File: src/rtl/ram_sync_clr_if.sv
// Bus bundle for ram_sync_clr: write port, read port and status.
// The master drives the access pins, the RAM drives read data and status.
interface ram_sync_clr_if #(
    parameter int n = 8,
    parameter int a = 5
);
    logic         WE;
    logic [a-1:0] WAddr;
    logic [n-1:0] D;
    logic         RE;
    logic [a-1:0] RAddr;
    logic [n-1:0] Q;
    logic         QValid;
    logic         Busy;

    modport master (
        output WE, WAddr, D, RE, RAddr,
        input  Q, QValid, Busy
    );

    modport slave (
        input  WE, WAddr, D, RE, RAddr,
        output Q, QValid, Busy
    );
endinterface

File: src/rtl/ram_sync_clr.sv
// Synchronous 2^a x n RAM with a registered read port and a
// zero-fill sweep that runs after every reset release.
module ram_sync_clr #(
    parameter int n        = 8,
    parameter int a        = 5,
    parameter int RDW_MODE = 0
) (
    input logic           clk,
    input logic           clear,
    ram_sync_clr_if.slave bus
);
    localparam int DEPTH = 1 << a;

    localparam logic SWEEP = 1'b0;
    localparam logic READY = 1'b1;

    // One bit wider than the address so the sweep can never wrap.
    localparam logic [a:0] LAST = {1'b0, {a{1'b1}}};

    logic         state;
    logic [a:0]   cnt;
    logic [n-1:0] mem [DEPTH];
    logic [n-1:0] q;
    logic         qvalid;
    logic         rd_hit;
    logic         wr_go;
    logic         rd_go;

    assign wr_go  = (state == READY) && bus.WE;
    assign rd_go  = (state == READY) && bus.RE;
    assign rd_hit = wr_go && (bus.WAddr == bus.RAddr);

    assign bus.Busy   = (state == SWEEP);
    assign bus.Q      = q;
    assign bus.QValid = qvalid;

    // Storage has no reset; it is only frozen while clear is held.
    always_ff @(posedge clk) begin
        if (clear) begin
            if (state == SWEEP) begin
                mem[cnt[a-1:0]] <= '0;
            end else if (wr_go) begin
                mem[bus.WAddr] <= bus.D;
            end
        end
    end

    always_ff @(posedge clk or negedge clear) begin
        if (!clear) begin
            state  <= SWEEP;
            cnt    <= '0;
            q      <= '0;
            qvalid <= 1'b0;
        end else begin
            case (state)
                SWEEP: begin
                    qvalid <= 1'b0;
                    cnt    <= cnt + 1'b1;
                    if (cnt == LAST) begin
                        state <= READY;
                    end
                end
                READY: begin
                    qvalid <= rd_go;
                    if (rd_go) begin
                        if (RDW_MODE == 1 && rd_hit) begin
                            q <= bus.D;
                        end else begin
                            q <= mem[bus.RAddr];
                        end
                    end
                end
                default: begin
                    state <= SWEEP;
                end
            endcase
        end
    end
endmodule

File: src/flat_wrapper.sv
// flat-port wrapper written by rule: the top's interface ports become plain ports
module ram_sync_clr_flat 
#(
    parameter int n        = 8,
    parameter int a        = 5,
    parameter int RDW_MODE = 0
)
  (clk, clear, bus_WE, bus_WAddr, bus_D, bus_RE, bus_RAddr, bus_Q, bus_QValid, bus_Busy);
  ram_sync_clr_if #(.n(n), .a(a)) bus_i ();
  input logic clk;
  input logic clear;
  input wire logic [$bits(bus_i.WE)-1:0] bus_WE;
  input wire logic [$bits(bus_i.WAddr)-1:0] bus_WAddr;
  input wire logic [$bits(bus_i.D)-1:0] bus_D;
  input wire logic [$bits(bus_i.RE)-1:0] bus_RE;
  input wire logic [$bits(bus_i.RAddr)-1:0] bus_RAddr;
  output wire logic [$bits(bus_i.Q)-1:0] bus_Q;
  output wire logic [$bits(bus_i.QValid)-1:0] bus_QValid;
  output wire logic [$bits(bus_i.Busy)-1:0] bus_Busy;
  assign bus_i.WE = bus_WE;
  assign bus_i.WAddr = bus_WAddr;
  assign bus_i.D = bus_D;
  assign bus_i.RE = bus_RE;
  assign bus_i.RAddr = bus_RAddr;
  assign bus_Q = bus_i.Q;
  assign bus_QValid = bus_i.QValid;
  assign bus_Busy = bus_i.Busy;
  ram_sync_clr #(.n(n), .a(a), .RDW_MODE(RDW_MODE)) u_core (.clk(clk), .clear(clear), .bus(bus_i));
endmodule
File: config.mk
export PLATFORM = sky130hd
export DESIGN_NAME = ram_sync_clr_flat
export DESIGN_NICKNAME = d
export VERILOG_FILES = /design/src/rtl/ram_sync_clr_if.sv /design/src/rtl/ram_sync_clr.sv /design/src/flat_wrapper.sv
export SDC_FILE = /design/constraint.sdc
export NUM_CORES = 1
export LEC_CHECK = 0
export ABC_AREA = 1
export BUFFER_PORTS_ARGS = -buffer_cell sky130_fd_sc_hd__buf_2
export CAP_MARGIN = 20
export CORE_ASPECT_RATIO = 0.9
export CORE_UTILIZATION = 33
export CTS_BUF_LIST = sky130_fd_sc_hd__clkbuf_4 sky130_fd_sc_hd__clkbuf_8
export CTS_CLUSTER_DIAMETER = 150
export DETAILED_ROUTE_END_ITERATION = 10
export GPL_TIMING_DRIVEN = 0
export PLACE_DENSITY = 0.57
export SYNTH_ARGS = -nofsm -noshare
export SYNTH_HDL_FRONTEND = slang
export SYNTH_SLANG_ARGS = --single-unit
File: constraint.sdc
create_clock -name clk -period 1.95 [get_ports clk]
set_input_delay 0.39 -clock clk [delete_from_list [all_inputs] [get_ports clk]]
set_output_delay 0.39 -clock clk [all_outputs]
set_load 0.01 [all_outputs]
Yosys cells after proc, flatten, opt, wreduce, memory -nomap -nowiden
Memory sizes are Yosys's and may differ from the RTL's. A register that Yosys moved wholly into a read port is not among the register bits.
Index checks and enable logic that the tools add are counted.
{"block": "classes", "n_addsub": 1, "eq_ne": 1, "n_mux": 13, "bitwise": 1, "reduce_logical": 5}
{"op": "two-way mux 1 bit", "count": 10}
{"op": "two-way mux 8 bit", "count": 1}
{"op": "OR reduction 8 bit", "count": 1}
{"op": "adder 6 x 1 -> 6 bit (second input constant)", "count": 1}
{"op": "== test 6 x 5 -> 1 bit (second input constant)", "count": 1}
{"op": "two-way mux 5 bit", "count": 1}
{"op": "logical AND 1 bit", "count": 2}
{"op": "one-hot mux 1 bit (2 select lines)", "count": 1}
{"op": "AND reduction 2 bit", "count": 1}
{"op": "logical NOT 1 bit", "count": 1}
{"op": "NOT 1 bit", "count": 1}
{"block": "word_totals", "ff_bits": 8, "ramBits": 256, "in_bits": 22, "out_inout_bits": 10, "elab_cells": 25, "memories": 1}
{"name": "u_core.mem", "words": 32, "word_bits": 8, "rd": 1, "rd_ports_with_merged_regs": 1, "write_ports": 1, "line_no": "ram_sync_clr.sv:22", "source": "logic [n-1:0] mem [DEPTH];"}

Logic depth before layout (Yosys ltp)
{"block": "depth", "ltp_word": 7, "ltp_mapped": 11}

Worst setup path before layout
OpenSTA, ideal clock, no wires.
{"block": "synth_timing", "path_type": "register to register", "startpoint": "reg u_core.state", "endpoint": "mem u_core.mem[12][0] (enable)", "arrival_ps": 1513, "required_ps": 1580, "slack_ps": 67, "stages_incl_launch_ff": 10, "n_path_buf": 2, "synth_period_minus_slack_ps": 1883, "cell_sequence": "dfrtp_1 buf_6 nand3_4 buf_6 nand2_2 o21ai_2 inv_2 nor2_2 nand2_2 nor2_1"}
{"block": "synth_via", "elab_chain_len": 7}
{"element": "start, declared", "line_no": "ram_sync_clr.sv:20", "source": "logic state;"}
{"element": "start signal, assigned", "line_no": "ram_sync_clr.sv:50", "source": "state <= SWEEP;"}
{"element": "start signal, assigned", "line_no": "ram_sync_clr.sv:60", "source": "state <= READY;"}
{"element": "start signal, assigned", "line_no": "ram_sync_clr.sv:74", "source": "state <= SWEEP;"}
{"element": "logical AND 1 bit", "line_no": "ram_sync_clr.sv:29", "source": "assign wr_go = (state == READY) && bus.WE;"}
{"element": "two-way mux 1 bit", "line_no": "ram_sync_clr.sv:42", "source": "end else if (wr_go) begin"}
{"element": "two-way mux 1 bit", "line_no": "ram_sync_clr.sv:40", "source": "if (state == SWEEP) begin"}
{"element": "two-way mux 1 bit", "line_no": "ram_sync_clr.sv:39", "source": "if (clear) begin"}
{"element": "two-way mux 1 bit (not written as such)", "line_no": "ram_sync_clr.sv:43", "source": "mem[bus.WAddr] <= bus.D;"}
{"element": "OR reduction 8 bit (no line)"}
{"element": "two-way mux 5 bit (no line) or two-way mux 1 bit (tied branches)"}
{"element": "end, declared", "line_no": "ram_sync_clr.sv:22"}
Parallel ways exist; a longest one is shown, timed or not.

Worst setup path in the final report
{"block": "layout_timing", "startpoint": "reg u_core.state", "endpoint": "mem u_core.mem[4][2] (enable)"}
Same word-level chain as after synthesis.

==> reports/results.tsv <==
stage	metric	value	unit
critical_path	cp-end-kind	register	
timing	rsz0062_at_grt	yes	
synthesis	netlist.area_leader.share	0.681	
timing	clock_skew	0.0206	ns
timing	finalHoldWorstSlack	0.324	ns
grt	grt_use_total	0.184	
run_status	outcome	finished, violations left	
power	cellLeakagePower	0.00547	uW
cts	cts_tree	yes	
floorplan	die_w	197	um
grt	grt_pass1_vias	7664	
synthesis	syn_area_per_cell	11.4	um^2
synthesis	synthTopCellsByArea	edfxtp_1 68%, nand2_1 12%, nand3_1 9.7%	
critical_path	worstPathMaxFanout	8	
synthesis	yosys.cell_types.count	23	
detailed_routing	drc_errors	0	
cts	clk_latency	0.55	ns
floorplan	pin_count	32	
final_layout	fin_nets	1137	
place	post-dp-hpwl	20.1	mm
synthesis	seq_area_frac_synth	0.716	
cts	cts_buffer_depth	3	
detailed_routing	drtIter0Drc	864	
detailed_routing	drt-vias-per-instance	4.93	
cts	cts_sinks	272	
detailed_routing	dr_total_vias	7879	
timing	slew_headroom	0.387	
grt	grt_pass1_wl	46.8	mm
detailed_routing	routed_wl	31.5	mm
floorplan	die_h	178	um
cts	cts_max_level	2	
place	place_area	12100	um^2
synthesis	yosysMostFrequentCell	nand2_1	
place	numPortBuffers	28	
final_layout	drive_gt1_frac	0.231	
timing	fin_ws	-0.0105	ns
min_path	hp-class	input pin to register	
synthesis	async_reset_ff_frac	0.0588	
timing	fmax	0.510	GHz
grt	grt_max_degree	33	
timing	worst_slew_pin_slew	0.917	ns
critical_path	cpPeakStageDelay	0.37	ns
critical_path	path_cells	buf_6, nand3_4, buf_12, nand2_4, o21ai_4, inv_2, nor2_4, nand2_4, nor2_4	
final_layout	fin_area	13900	um^2
timing	hold_viol	0	
grt	grt-ovfl-total	0	
final_layout	final_cells	1597	
timing	period_needed	1.96	ns
power	power_density	869	nW/um^2
place	gp_congestion	0.910	
floorplan	std_cell_rows	63	
place	place_inst	1473	
timing	slew_violations	0	
synthesis	ys.flop_type	edfxtp_1	
synthesis	yosysWarnings	0	
critical_path	path_class	register to register	
run_status	failed_checks	negative setup slack	
cts	cts_root_buf	clkbuf_8	
floorplan	start_util	0.339	
final_layout	antenna_cells	0	
cts	cts_buffers	45	
critical_path	arrival	2.17	ns
detailed_routing	wl_per_cell	19.7	um
synthesis	synth_commonest_cells	350 x nand2_1, 256 x edfxtp_1, 219 x nand3_1, 44 x nor2_1	
power	total_power	12100	uW
cts	clk_pin_slew_worst_paths	0.06	ns
synthesis	ys_ff_latch	272	
power	ir_worst_vdd	0.537	mV
job	cap_violations	0	
detailed_routing	ant_nets	0	
floorplan	die-area	35000	um^2
critical_path	cp_top_family	simple AND/OR/NAND/NOR gates	
synthesis	syn-instance-count	990	
synthesis	synth.net_count	1013	
detailed_routing	drtPass1Iterations	6	
synthesis	synth_top_area_cell	edfxtp_1	
critical_path	crit_buf_inv	3	
critical_path	cp_slowest_cell	dfrtp_1	
grt	antenna_found_initial	0	
synthesis	syn-cell-area	11300	um^2
critical_path	cp.required	2.16	ns
final_layout	area_delta_synth_final	23.5	%
floorplan	core	33300	um^2
timing	min_period_over_period	1.01	
synthesis	synth_enable_flop_cells	256	
final_layout	final_core_util	0.418	
critical_path	critPathLaunchType	register	
timing	setup_viol	2	
cells in the final DEF (no fill, tap or decap), types with 2 or more instances in the layout:
master    instances
nand2_1         343
edfxtp_1        256
nand3_1         219
buf_2            51
clkbuf_8         48
nor2_4           44
buf_4            38
clkbuf_4         23
inv_1            19
buf_12           16
dfrtp_1          16
buf_6            12
nand2_4           9
clkbuf_1          8
inv_2             7
nand3_4           6
o21ai_4           5
clkinv_1          3
buf_1             3
xnor2_1           3
nand2_2           2
nor2_1            2
xor2_1            2
cell families after synthesis:
group | after synthesis | synth area share
AND/OR/NAND/NOR | 624 | 0.236
flip-flops | 272 | 0.716
buffers and inverters | 81 | 0.0374
AO/OA/AOI/OAI | 7 | 0.00499
XOR/XNOR | 5 | 0.00388
adder cells (fa/ha/maj) | 1 | 0.00111
repair_timing:
action / CTS / global route
resized for setup: 92 / 20
hold endpoints to repair: 16 / 0
buffers inserted: 43 / 3
setup endpoints to repair: 319 / 461
pin swaps: 27 / 21
gates cloned: 2 / 0
hold buffers: 1 / 0
report_power, final:
part           internal [uW]  leakage, uW  switching [uW]
logic                    244      0.00201             621
clock network           2680     0.000458            2170
registers               6390      0.00300            10.5
through the flow:
stage | setup slack (ns) | TNS [ns]
2_1_floorplan | 0.0665 | 0
3_3_place_gp | -1.88 | -650.81
3_5_place_dp | -1.04 | -320.82
4_1_cts | -0.0298 | -0.422
5_1_grt | -0.0829 | -4.53
6_report | -0.0105 | -0.0209
worst min-delay path: cells and delay by family:
family	cells	cell delay, ns
buffers and inverters	1	0.07
AND/OR/NAND/NOR	3	0.36
sequential cells by signal, indices dropped and copies added, names as in the netlist:
name               flops
u_core.cnt             6
u_core.mem           256
u_core.bus.Q           8
u_core.bus.QValid      1
u_core.state           1
area by class of cell:
cell class	instances	area, um^2
fillers	3107	19400
flip-flops and latches	272	8090
multi-input cells	638	3260
clock buffers	71	833
repair buffers	76	744
well taps	455	569
plain buffers	54	330
inverters	27	101
clock inverters	4	20.0
worst paths after layout:
path / start / endpoint / slack [ns] / cells past startpoint
min in group asynchronous: clear / u_core.cnt[2]$_DFFE_PN0N_ / 0.63 / 2
hold reg to reg: u_core.bus.Q[6]$_DFFE_PN0P_ / u_core.bus.Q[6]$_DFFE_PN0P_ / 0.47 / 2
setup / recovery: u_core.state$_DFF_PN0_ / u_core.mem[4][2]$_DFFE_PP_ / -0.01 / 9
setup reg to reg: u_core.state$_DFF_PN0_ / u_core.mem[4][2]$_DFFE_PP_ / -0.01 / 9
hold / removal: bus_RE / u_core.bus.Q[6]$_DFFE_PN0P_ / 0.32 / 4
max in group asynchronous: clear / u_core.bus.Q[5]$_DFFE_PN0P_ / 0.83 / 2
metal layers:
metal / global-route usage / part of all wire / vias to the layer above
met5: 0 / 0 / -
met4: 0.0539 / 0.028 / 0
met3: 0.0458 / 0.087 / 77
met2: 0.283 / 0.45 / 332
met1: 0.255 / 0.44 / 3796
li1: - / - / 3674
No activity file was read; power rests on OpenSTA's default activity.
